`src/rtl/systolic_result_drain.sv`:
```
`default_nettype none
// ============================================================================
// Module   : systolic_result_drain
// Purpose  : Snapshots the PE-array result bus a fixed latency after start and
//            streams it out element by element on a valid/ready interface.
// Revision : 1.0  initial release
// ============================================================================
module systolic_result_drain #(
    parameter int M        = 5,
    parameter int X        = 4,
    parameter int Y        = 4,
    parameter int L2       = 9,
    parameter int WAIT_CYC = L2 + X + Y
) (
    input  logic                                 clk,
    input  logic                                 rst,
    input  logic                                 start,
    input  logic [X*Y*M-1:0]                     Data,
    output logic [M-1:0]                         out_data,
    output logic [((X > 1) ? $clog2(X) : 1)-1:0] out_row,
    output logic [((Y > 1) ? $clog2(Y) : 1)-1:0] out_col,
    output logic                                 out_valid,
    input  logic                                 out_ready,
    output logic                                 busy,
    output logic                                 done
);

    localparam int C_RW = (X > 1) ? $clog2(X) : 1;
    localparam int C_CW = (Y > 1) ? $clog2(Y) : 1;
    localparam int C_TW = (WAIT_CYC > 1) ? $clog2(WAIT_CYC + 1) : 1;
    localparam int C_BW = (X * Y * M > 1) ? $clog2(X * Y * M) : 1;

    localparam logic [C_RW-1:0] C_ROW_LAST = C_RW'(X - 1);
    localparam logic [C_CW-1:0] C_COL_LAST = C_CW'(Y - 1);
    localparam logic [C_TW-1:0] C_CNT_LAST = C_TW'(WAIT_CYC);

    localparam logic [1:0] C_ST_IDLE   = 2'd0;
    localparam logic [1:0] C_ST_WAIT   = 2'd1;
    localparam logic [1:0] C_ST_STREAM = 2'd2;

    logic [1:0]       r_state;
    logic [C_TW-1:0]  r_cnt;
    logic [C_RW-1:0]  r_row;
    logic [C_CW-1:0]  r_col;
    logic [X*Y*M-1:0] r_snap;
    logic [M-1:0]     r_data;
    logic             r_done;

    logic [1:0]       w_state_nxt;
    logic [C_TW-1:0]  w_cnt_nxt;
    logic [C_RW-1:0]  w_row_nxt;
    logic [C_CW-1:0]  w_col_nxt;
    logic [X*Y*M-1:0] w_snap_nxt;
    logic [M-1:0]     w_data_nxt;
    logic             w_done_nxt;

    logic             w_col_wrap;
    logic             w_last;
    logic [C_RW-1:0]  w_row_adv;
    logic [C_CW-1:0]  w_col_adv;
    logic [C_BW-1:0]  w_base;

    // Row-major walk: column runs fastest, row steps when the column wraps.
    assign w_col_wrap = (r_col == C_COL_LAST);
    assign w_last     = w_col_wrap && (r_row == C_ROW_LAST);
    assign w_col_adv  = w_col_wrap ? '0 : r_col + 1'b1;
    assign w_row_adv  = w_col_wrap ? r_row + 1'b1 : r_row;
    assign w_base     = (C_BW'(w_row_adv) * C_BW'(Y) + C_BW'(w_col_adv)) * C_BW'(M);

    always_comb begin
        w_state_nxt = r_state;
        w_cnt_nxt   = r_cnt;
        w_row_nxt   = r_row;
        w_col_nxt   = r_col;
        w_snap_nxt  = r_snap;
        w_data_nxt  = r_data;
        w_done_nxt  = 1'b0;

        case (r_state)
            C_ST_IDLE: begin
                if (start) begin
                    w_state_nxt = C_ST_WAIT;
                    w_cnt_nxt   = C_TW'(1);
                end
            end

            C_ST_WAIT: begin
                if (r_cnt == C_CNT_LAST) begin
                    // The snapshot is not written yet, so element (0,0) comes straight off the bus.
                    w_state_nxt = C_ST_STREAM;
                    w_cnt_nxt   = '0;
                    w_snap_nxt  = Data;
                    w_data_nxt  = Data[M-1:0];
                    w_row_nxt   = '0;
                    w_col_nxt   = '0;
                end else begin
                    w_cnt_nxt = r_cnt + 1'b1;
                end
            end

            C_ST_STREAM: begin
                if (out_ready) begin
                    if (w_last) begin
                        w_state_nxt = C_ST_IDLE;
                        w_row_nxt   = '0;
                        w_col_nxt   = '0;
                        w_done_nxt  = 1'b1;
                    end else begin
                        w_row_nxt  = w_row_adv;
                        w_col_nxt  = w_col_adv;
                        w_data_nxt = r_snap[w_base +: M];
                    end
                end
            end

            default: begin
                w_state_nxt = C_ST_IDLE;
            end
        endcase
    end

    always_ff @(posedge clk) begin
        if (rst) begin
            r_state <= C_ST_IDLE;
            r_cnt   <= '0;
            r_row   <= '0;
            r_col   <= '0;
            r_snap  <= '0;
            r_data  <= '0;
            r_done  <= 1'b0;
        end else begin
            r_state <= w_state_nxt;
            r_cnt   <= w_cnt_nxt;
            r_row   <= w_row_nxt;
            r_col   <= w_col_nxt;
            r_snap  <= w_snap_nxt;
            r_data  <= w_data_nxt;
            r_done  <= w_done_nxt;
        end
    end

    assign out_data  = r_data;
    assign out_row   = r_row;
    assign out_col   = r_col;
    assign out_valid = (r_state == C_ST_STREAM);
    assign busy      = (r_state != C_ST_IDLE);
    assign done      = r_done;

endmodule
`default_nettype wire

```
`config.mk`:
```
export PLATFORM = sky130hd
export DESIGN_NAME = systolic_result_drain
export DESIGN_NICKNAME = d
export VERILOG_FILES = /design/src/rtl/systolic_result_drain.sv
export SDC_FILE = /design/constraint.sdc
export NUM_CORES = 1
export LEC_CHECK = 0
export ABC_AREA = 1
export ABC_CLOCK_PERIOD_IN_PS = 4700
export CORE_AREA = 10 10 115 168
export CTS_CLUSTER_SIZE = 10
export DETAILED_ROUTE_END_ITERATION = 8
export DIE_AREA = 0 0 125 178
export GPL_ROUTABILITY_DRIVEN = 0
export SYNTH_ARGS = -nofsm -noshare
export SYNTH_HDL_FRONTEND = slang
export SYNTH_SLANG_ARGS = --single-unit
```
`constraint.sdc`:
```
create_clock -name clk -period 4.7 [get_ports clk]
set_input_delay 1.41 -clock clk [delete_from_list [all_inputs] [get_ports clk]]
set_output_delay 1.41 -clock clk [all_outputs]
set_load 0.005 [all_outputs]
```
; ---- Yosys cells after proc, flatten, opt, wreduce, memory -nomap -nowiden
; Index checks and enable logic that the tools add are counted.
[op_classes]
multipliers = 1
n_eq_ne = 10
reduce_logical = 11
mux = 22
shifts = 1
bitwise = 2
add_sub_neg = 4
[op_table]
columns = operator, count
row1 = $shiftx 80x8->5, 1
row2 = $mux 5, 5
row3 = $mux 2, 11
row4 = $pmux 5 s2, 2
row5 = $pmux 2 s2, 2
row6 = $reduce_and 4->1, 2
row7 = $mul 5x3->7 const B, 1
row8 = $eq 2x2->1 const B, 3
row9 = $ne 2x2->1 const B, 3
row10 = $pmux 2 s3, 1
row11 = $reduce_bool 2->1, 3
row12 = $add 4x2->5, 1
row13 = $add 5x1->5 const B, 1
row14 = $eq 5x5->1 const B, 1
row15 = $add 2x1->2 const B, 2
row16 = $ne 2x1->1 const B, 2
row17 = $reduce_and 2->1, 2
row18 = $reduce_and 3->1, 1
row19 = $reduce_or 3->1, 1
row20 = $eq 2x1->1 const B, 1
row21 = $logic_not 2->1, 1
row22 = $not 1->1, 2
row23 = $logic_and 1x1->1, 1
row24 = $mux 1, 1
[word_totals]
register_bits = 97

; ---- Depth between registers and ports, before layout
; Gate-level depths: netlist of the first run.
[logic_depth]
depth_word = 8
ltp_mapped = 21

; ---- Least setup slack after synthesis of the first run
; No wires, ideal clock.
[synth_timing]
kind = reg2reg
from = register r_col[0] (netlist: out_col[0])
to = register r_data[3] (netlist: out_data[3])
path_buffers = 6
slack_ns = 1.581
arrival_ns = 2.987
setup_time_ns = 0.132
path_stages_with_launch = 20
t_required_ns = 4.568
synth_period_minus_slack_ns = 3.119
path_cell_list = dfxtp_1 ha_1 buf_2 inv_1 buf_2 buf_2 nor2_1 nor2_1 ha_1 clkbuf_1 inv_1 clkbuf_1 buf_1 nand3_1 nand3_1 nand3_1 nand3_1 nand2_1 nand2_1 a21oi_1
[synth_between]
elab_chain_cells = 8
elab_cells_between_ends = 13
[synth_rtl]
columns = element, line_no
row1 = "start, declared", 44  ; logic [C_CW-1:0] r_col;
row2 = "start signal, assigned", 135  ; r_col <= w_col_nxt;
row3 = $add 2x1->2 / $eq 2x2->1 (equally long branches), "66, 64"
row4 = $mux 2 (on tied branches), "66, 67"
row5 = $add 4x2->5, 68  ; assign w_base = (C_BW'(w_row_adv) * C_BW'(Y) + C_BW'(w_col_adv)) * C_BW'(M);
row6 = $mul 5x3->7, 68
row7 = $shiftx 80x8->5, 111  ; w_data_nxt = r_snap[w_base +: M];
row8 = $mux 5, 103  ; if (w_last) begin
row9 = $mux 5, 102  ; if (out_ready) begin
row10 = $pmux 5 s2, 79  ; case (r_state)
row11 = "end signal, assigned", 137  ; r_data <= w_data_nxt;
row12 = "end, declared", 46  ; logic [M-1:0] r_data;
; Several ways; a longest one is shown, not always the timed one. The select of a mux whose other input is x is not followed.
; A chain may end at the register's enable or synchronous reset.

; ---- Worst setup path in the final report of the first run
[layout_timing]
from = register r_col[1] (netlist: out_col[1])
to = register r_data[3] (netlist: out_data[3])
; The elaborated chain is that of the path after synthesis.

==> flow_summary.json, run 1 <==
{
  "finalCritPeriodShare_pct": 74.68,
  "netlist.area_leader.share_pct": 29.72,
  "synthArstFlopShare_pct": 0,
  "die_y_um": 178,
  "ys.flop_type": "dfxtp_1",
  "synth_area_leaders": "dfxtp_1 (30%), nand2_1 (18%), nand3_1 (15%), o21ai_0 (9.7%), a21oi_1 (5.7%)",
  "fin_nets": 1250,
  "ys_ff_latch": 97,
  "ys_seq_area_share_pct": 29.72,
  "synth_edf_count": 0,
  "io_pins": 96,
  "core-area_um2": 16260,
  "yosys.area.top_type": "dfxtp_1",
  "place_inst": 1353,
  "r2r_slack_ps": 1190,
  "ant_nets": 0,
  "final_util_pct": 48.34,
  "routed_wl_mm": 21.97,
  "drive_gt1_share_pct": 3.959,
  "vias_per_cell": 5.352,
  "netlist_instances": 1115,
  "wl_per_cell_um": 16.06,
  "power_density_nw_per_um2": 223.1,
  "clock-sinks": 97,
  "crit_required_ps": 4980,
  "netlist_area_um2": 6534,
  "synth.distinct_cells": 30,
  "setup_viol": 0,
  "first_iter_violations": 533,
  "die-area_um2": 22250,
  "design_area_um2": 7860,
  "cp.arrival_ps": 3790,
  "clock_path_buffers": 2,
  "first_pass_iters": 5,
  "syn-num-nets": 1207,
  "rsz0062_at_grt": "no",
  "diodes": 0,
  "status": "complete, no violations",
  "num_vias": 7321,
  "worstHoldPathCells": 2,
  "detailed_place_hpwl_mm": 16.18,
  "setup_tns_ps": 0,
  "nFillCells": 1839,
  "crit_fanout": 11,
  "finalMaxSlewViolations": 0,
  "cellLeakagePower_nw": 3.211,
  "syn_area_per_cell_um2": 5.860,
  "grt_pass1_wl_mm": 35.16,
  "dpl_cell_area_um2": 7542,
  "htreeDepth": 3,
  "hold_buffers": 0,
  "ctsResizeCount": 0,
  "whs_ps": 462.9,
  "antenna_found_initial": 0,
  "finalHoldViolations": 0,
  "critPathLaunchType": "flip-flop",
  "drcViolationCount": 0,
  "postCtsSetupRepairBufs": 0,
  "cts.clk_slew.worst_paths_ps": 70,
  "die_width_um": 125,
  "critPathCaptureType": "flip-flop",
  "irDropWorstVdd_mv": 0.1436,
  "tightest_slew_ps": 977.3,
  "finalClockSkew_ps": 7.415,
  "cts_root_buffer": "clkbuf_16",
  "cts_buffers": 9,
  "rows": 57,
  "io_buffers": 95,
  "start_util_pct": 40.18,
  "first_global_vias": 7151,
  "fmax_ghz": 0.2849,
  "area_growth_pct": 20.30,
  "grt_max_degree": 86,
  "yosysWarnings": 0,
  "fin_crit_ps": 3510,
  "grt_overflow": 0,
  "slew_headroom_pct": 34.78,
  "min_path_type": "flip-flop to flip-flop",
  "cts_tree": "done",
  "final_common_cell": "nand2_1",
  "grt_usage_pct": 19.11,
  "drv_cap": 0,
  "fin_cells": 1368,
  "clkLatencyLatePin_ps": 360,
  "reg2reg_depth": 17,
  "crit_type": "flip-flop to flip-flop",
  "final_cell_mix": "nand2_1 (312), nand3_1 (198), o21ai_0 (127)"
}
==> sequential cells by signal, summed over array words and instances, names as in the netlist <==
register / flops
out_row: 2
r_snap: 80
out_data: 5
done: 1
r_cnt: 5
out_col: 2
r_state: 2
==> final timing paths <==
| kind | from | end |
|---|---|---|
| worst max-delay path | out_col[1] | out_data[3] |
| worst min-delay path | r_snap[67] | r_snap[67] |
| worst max register to register | out_col[1] | out_data[3] |
| worst min register to register | r_snap[67] | r_snap[67] |
==> synthesized netlist by cell type, types with 4 or more instances <==
cell type	number
dfxtp_1	97
nor3_1	4
a21oi_1	74
buf_2	33
ha_1	7
nand2_1	312
nor2_1	82
clkbuf_1	42
o211ai_1	21
inv_1	87
nand3_1	198
o21ai_0	127
buf_1	4
o21ai_1	4
==> stage by stage <==
stage,total power [W],worst slack (ps)
after global placement,0.0009667,1293
after floorplan,0.0008795,1581
after CTS,0.001772,1215
final,0.001754,1190
after global routing,0.001811,847.0
after detailed placement,0.0009655,1230
==> layer usage <==
layer	wire [um]	vias up	track usage (%)
met3	922	53	3.506
li1	-	3758	-
met2	11010	188	34.64
met1	8972	3322	20.26
met5	0	-	0
met4	1068	0	11.21
==> power by group <==
| part | switching (W) | internal (W) | total, W |
|---|---|---|---|
| registers | 0.00000327 | 0.000826 | 0.000829 |
| logic | 0.0000403 | 0.0000768 | 0.000117 |
| clock network | 0.000340 | 0.000467 | 0.000808 |
| total | 0.000384 | 0.00137 | 0.00175 |
==> cells by family (layout without fill, tap and decap cells) <==
group	Yosys count	after routing	share of synthesized area (%)
adder cells (fa/ha/maj)	8	8	1.647
XOR/XNOR	2	2	0.2681
AO/OA/AOI/OAI	233	233	18.94
buffers and inverters	170	217	10.46
flip-flops	97	97	29.72
AND/OR/NAND/NOR	605	605	38.97
==> layout make-up <==
cell class | instances | area (um2) | share of cell area, %
clock inverters | 6 | 92.59 | 1.178
inverters | 90 | 339.1 | 4.314
well taps | 206 | 257.7 | 3.279
multi-input cells | 848 | 3911 | 49.76
clock buffers | 9 | 225.2 | 2.865
repair buffers | 112 | 1091 | 13.88
flip-flops and latches | 97 | 1943 | 24.72
==> critical path: stages, from the launching register on <==
cell and delay [ps]:
dfxtp_1 390, ha_2 250, or2_1 110, o21a_1 240
inv_1 60, nor2_1 240, nor2_1 80, ha_1 240
fa_1 600, inv_1 330, nand2_1 90, nor2_1 260
o21ai_0 140, nor2_1 120, nor2_1 40, nand2_1 70
nand2_1 60, a21oi_1 110
(Power assumes the default switching activity.)
==> run 2: changes to the inputs <==
ABC_CLOCK_PERIOD_IN_PS = 2900   (was 4700)
clock period = 2.9 ns   (was 4.7 ns; I/O delays follow)
==> run 2 against run 1 <==
  * Utilization grew 0.88 points
  * Combinational power grew 63%
  * Non-clock buffer count grew 11
  * Setup slack lost 980 ps
  * Clock skew is essentially flat
  * First-iteration DRC count grew 27%
  * Critical endpoint is now out_data[4]
  * Highest routed layer unchanged
==> flow_summary.json, run 2 (synthesis gave the netlist of run 1 again) <==
{
  "grt_usage_pct": 19.25,
  "final_cell_mix": "nand2_1 (312), nand3_1 (198), o21ai_0 (127)",
  "cts.clk_slew.worst_paths_ps": 70,
  "min_path_type": "flip-flop to flip-flop",
  "die-area_um2": 22250,
  "fmax_ghz": 0.3714,
  "worstHoldPathCells": 2,
  "reg2reg_to": "out_data[4]",
  "drcViolationCount": 0,
  "status": "complete, no violations",
  "diodes": 0,
  "clock-sinks": 97,
  "detailed_place_hpwl_mm": 15.95,
  "cp.arrival_ps": 2990,
  "critPathLaunchType": "flip-flop",
  "cts_root_buffer": "clkbuf_16",
  "tightest_slew_ps": 802.7,
  "power_w": 0.002817,
  "first_global_vias": 6915,
  "routed_wl_mm": 21.96,
  "drv_cap": 0,
  "irDropWorstVdd_mv": 0.2456,
  "drive_gt1_share_pct": 5.111,
  "grt_max_degree": 89,
  "largest_reg_flops": 80,
  "finalMaxSlewViolations": 0,
  "area_growth_pct": 22.48,
  "finalClockSkew_ps": 7.428,
  "clkLatencyLatePin_ps": 360,
  "io_pins": 96,
  "first_pass_iters": 5,
  "postCtsSetupRepairBufs": 0,
  "rows": 57,
  "num_vias": 7237,
  "final_util_pct": 49.22,
  "hp-start": "r_snap[0]",
  "cellLeakagePower_nw": 3.288,
  "finalHoldViolations": 0,
  "grt_pass1_wl_mm": 35.41,
  "clock_path_buffers": 2,
  "vias_per_cell": 5.244,
  "worstHoldEndpoint": "r_snap[0]",
  "fin_nets": 1261,
  "first_iter_violations": 679,
  "wl_per_cell_um": 15.91,
  "rsz0062_at_grt": "yes",
  "hold_buffers": 0,
  "final_common_cell": "nand2_1",
  "slew_headroom_pct": 46.49,
  "htreeDepth": 3,
  "regMostFlops": "r_snap",
  "cts_tree": "done",
  "reg2reg_depth": 17,
  "crit_fanout": 10,
  "crit_type": "flip-flop to flip-flop",
  "r2r_start": "out_col[1]",
  "grt_overflow": 0,
  "r2r_slack_ps": 210,
  "die_width_um": 125,
  "start_util_pct": 40.18,
  "crit_required_ps": 3190,
  "fin_crit_ps": 2693,
  "antenna_found_initial": 0,
  "core-area_um2": 16260,
  "ant_nets": 0,
  "die_y_um": 178,
  "cts_buffers": 9,
  "io_buffers": 95,
  "setup_viol": 0,
  "power_density_nw_per_um2": 352.0,
  "finalCritPeriodShare_pct": 92.85,
  "critPathCaptureType": "flip-flop"
}
[run 2: cell types whose count changed in the layout (fill, tap and decap cells not counted), moves of 2 or more]
cell | previous run | this run
buf_4 | 16 | 23
buf_12 | 1 | 5
clkinv_4 | 1 | 3
inv_6 | 0 | 2
[run 2: metal layers]
layer	wire, um	part of all wire (%)	track usage [%]
met1	9165	42	21.65
met2	11490	52	35.69
met5	0	0	0
met4	657	3.0	8.614
met3	650	3.0	2.020
[run 2: layout make-up]
| cell class | instances | area (um2) |
|---|---|---|
| clock inverter | 6 | 73.82 |
| timing repair buffer | 123 | 1224 |
| multi-input combinational | 848 | 3926 |
| tap | 206 | 257.7 |
| fill | 1783 | 8258 |
| sequential | 97 | 1943 |
| inverter | 90 | 339.1 |
| clock buffer | 10 | 239.0 |
[run 2: how the worst max path moves through the flow]
stage | start | endpoint | slack [ps] | depth (start not counted)
2_1_floorplan | out_col[0] | out_data[3] | -30 | 18
3_5_place_dp | out_col[1] | out_data[3] | 150 | 17
5_1_grt | out_col[1] | out_data[4] | -2 | 17
3_3_place_gp | out_col[1] | out_data[3] | 240 | 17
6_report | out_col[1] | out_data[4] | 210 | 17
4_1_cts | out_col[1] | out_data[3] | 140 | 17
[run 2: repair_timing]
action / 4_1_cts / 5_1_grt
endpoints found under the setup margin: 0 / 5
hold endpoints to repair: 0 / 0
resized for setup: 0 / 2
[run 2: metrics by stage]
step,cells,cell area [um2],worst slack (ps),hold slack [ps],setup TNS [ps]
after floorplan,1115,6549,-26.40,427.2,-26.40
after global placement,1364,7682,237.3,444.6,0
after detailed placement,1364,7682,146.0,452.6,0
after CTS,1380,7995,137.7,462.5,0
after global routing,1380,8003,-2.302,483.5,-2.302
final,1380,8003,207.2,463.8,0
[run 2: power by group]
group,switching (W),internal [W]
clock,0.000577,0.000703
combinational,0.0000650,0.000126
sequential,0.00000716,0.00134
[run 2: critical path, stage by stage (launching register included)]
cell,delay (ps)
dfxtp_1,340
ha_2,230
or2_1,110
o21a_1,190
inv_1,50
nor2_1,120
nor2_1,60
ha_1,220
fa_1,500
inv_1,60
buf_4,170
nand3_1,90
nand3_1,80
nand2_1,70
nand2_1,50
nand2_1,100
nand2_1,50
a21oi_1,120
==> run 3: changes to the inputs <==
CAP_MARGIN = 30   (was default)
GPL_ROUTABILITY_DRIVEN = 1   (was 0)
==> run 3 against run 2 <==
  * Clock skew down 0.95 ps
  * Flip-flop and latch count unchanged
  * Total power down 2.3%
  * Maximum frequency up 0.12%
  * Critical path depth unchanged
  * Largest cell class unchanged
  * Global-route usage up 0.13 points
  * Largest power group unchanged
  * Routed wire length up 1.1%
  * Clock power down 5%
  * Count of clock-buffer cells in the layout up 1
==> flow_summary.json, run 3 (synthesis gave the netlist of run 1 again) <==
{
  "finalHoldViolations": 0,
  "grt_use_met1_pct": 21.15,
  "die_y_um": 178,
  "grt_max_degree": 90,
  "crit_end": "out_data[0]",
  "power_density_nw_per_um2": 344.1,
  "slew_headroom_pct": 46.98,
  "first_pass_iters": 5,
  "finalMaxSlewViolations": 0,
  "path_common_cell": "nand2_1",
  "area_growth_pct": 22.41,
  "wl_per_cell_um": 16.07,
  "setup_tns_ps": 0,
  "reg2reg_to": "out_data[0]",
  "vias_per_cell": 5.228,
  "routed_wl_mm": 22.20,
  "crit_slowest_cell": "fa_1",
  "num_vias": 7220,
  "first_iter_violations": 615,
  "fin_cells": 1381,
  "largest_reg_flops": 80,
  "finalCritPeriodShare_pct": 92.74,
  "tightest_slew_ps": 795.3,
  "cts.clk_slew.worst_paths_ps": 70,
  "ff_latch_area_um2": 1943,
  "regMostFlops": "r_snap",
  "start_util_pct": 40.18,
  "cts_tree": "done",
  "critPathBufInv": 3,
  "die-area_um2": 22250,
  "critPathCaptureType": "flip-flop",
  "clock_path_buffers": 2,
  "antenna_found_initial": 0,
  "grt_usage_pct": 19.39,
  "status": "complete, no violations",
  "detailed_place_hpwl_mm": 16.29,
  "top_usage_layer": "met2",
  "hold_buffers": 0,
  "die_width_um": 125,
  "critPathTopFamily": "adder cells",
  "crit_required_ps": 3180,
  "crit_fanout": 10,
  "fmax_ghz": 0.3718,
  "cp.arrival_ps": 2970,
  "cts_buffers": 9,
  "diodes": 0,
  "finalClockSkew_ps": 6.480,
  "drcViolationCount": 0,
  "min_path_type": "flip-flop to flip-flop",
  "htreeDepth": 3,
  "critPathLaunchType": "flip-flop",
  "irDropWorstVdd_mv": 0.2366,
  "core-area_um2": 16260,
  "rows": 57,
  "grt_pass1_wl_mm": 35.69,
  "ant_nets": 0,
  "drive_gt1_share_pct": 5.191,
  "clock-sinks": 97,
  "final_cell_mix": "nand2_1 (312), nand3_1 (198), o21ai_0 (127)",
  "crit_cells": 17,
  "reg2reg_depth": 17,
  "drv_cap": 0,
  "place.gp.congestion": 0.9167,
  "setup_viol": 0,
  "use_met2_pct": 35.12,
  "cellLeakagePower_nw": 3.284,
  "grt.met3_usage_pct": 2.704,
  "fin_nets": 1262,
  "place_inst": 1365,
  "path_cells": "ha_4, or2_1, o21a_1, inv_1, nor2_1, nor2_1, ha_1, fa_1, inv_1, buf_4, nand3_1, nand3_1, nand2_1, nand2_1, nand2_1, nand2_1, a21oi_1",
  "r2r_slack_ps": 210,
  "fin_crit_ps": 2690,
  "grt_overflow": 0,
  "first_global_vias": 7089,
  "crit_type": "flip-flop to flip-flop",
  "io_pins": 96,
  "cp_slowest_stage_delay_ps": 500,
  "hp-start": "r_cnt[4]",
  "final_common_cell": "nand2_1",
  "clkLatencyLatePin_ps": 350,
  "cts_root_buffer": "clkbuf_16",
  "io_buffers": 95,
  "setup.worst_path.start": "out_col[1]",
  "r2r_start": "out_col[1]",
  "nFillCells": 1754,
  "multi_input_area_um2": 3936
}
## run 3: final cells by class
| class | instances | area share, % |
|---|---|---|
| clock inverter | 5 | 0.5788 |
| tap | 206 | 3.223 |
| clock buffer | 11 | 3.160 |
| timing repair buffer | 124 | 15.28 |
| sequential | 97 | 24.30 |
| multi-input combinational | 848 | 49.22 |
| inverter | 90 | 4.240 |
## run 3: metal layers
layer / wire length [um] / vias up
li1: - / 3779
met4: 1049 / 0
met3: 733 / 57
met1: 9215 / 3229
met5: 0 / -
met2: 11200 / 155
## run 3: timing repair
action / 4_1_cts / 5_1_grt
setup buffers: 0 / 0
resized for setup: 0 / 4
endpoints found under the hold margin: 0 / 0
endpoints found under the setup margin: 0 / 5
## run 3: through the flow
stage | hold slack [ps] | utilization (%) | worst slack, ps | area, um2 | power [W]
2_1_floorplan | 427.2 | - | -26.40 | 6549 | 0.001425
3_3_place_gp | 449.1 | 47.21 | 228.0 | 7677 | 0.001568
3_5_place_dp | 452.0 | 47.21 | 121.2 | 7677 | 0.001568
4_1_cts | 462.6 | 49.05 | 93.08 | 7976 | 0.002788
5_1_grt | 493.0 | 49.18 | -2.281 | 7998 | 0.002843
6_report | 458.7 | 49.18 | 210.4 | 7998 | 0.002752
## run 3: power by group
group / leakage, nW / switching (W) / internal [W]
clock: 0.149 / 0.000571 / 0.000645
combinational: 2.35 / 0.0000657 / 0.000125
sequential: 0.783 / 0.00000737 / 0.00134
## run 3: how the worst min path moves through the flow
| stage | to | slack, ps | cells past startpoint |
|---|---|---|---|
| floorplan | r_cnt[4] | 430 | 1 |
| global placement | r_snap[0] | 450 | 2 |
| detailed placement | r_cnt[4] | 450 | 1 |
| CTS | r_cnt[4] | 460 | 1 |
| global route | r_snap[43] | 490 | 2 |
| finish | r_cnt[4] | 460 | 1 |
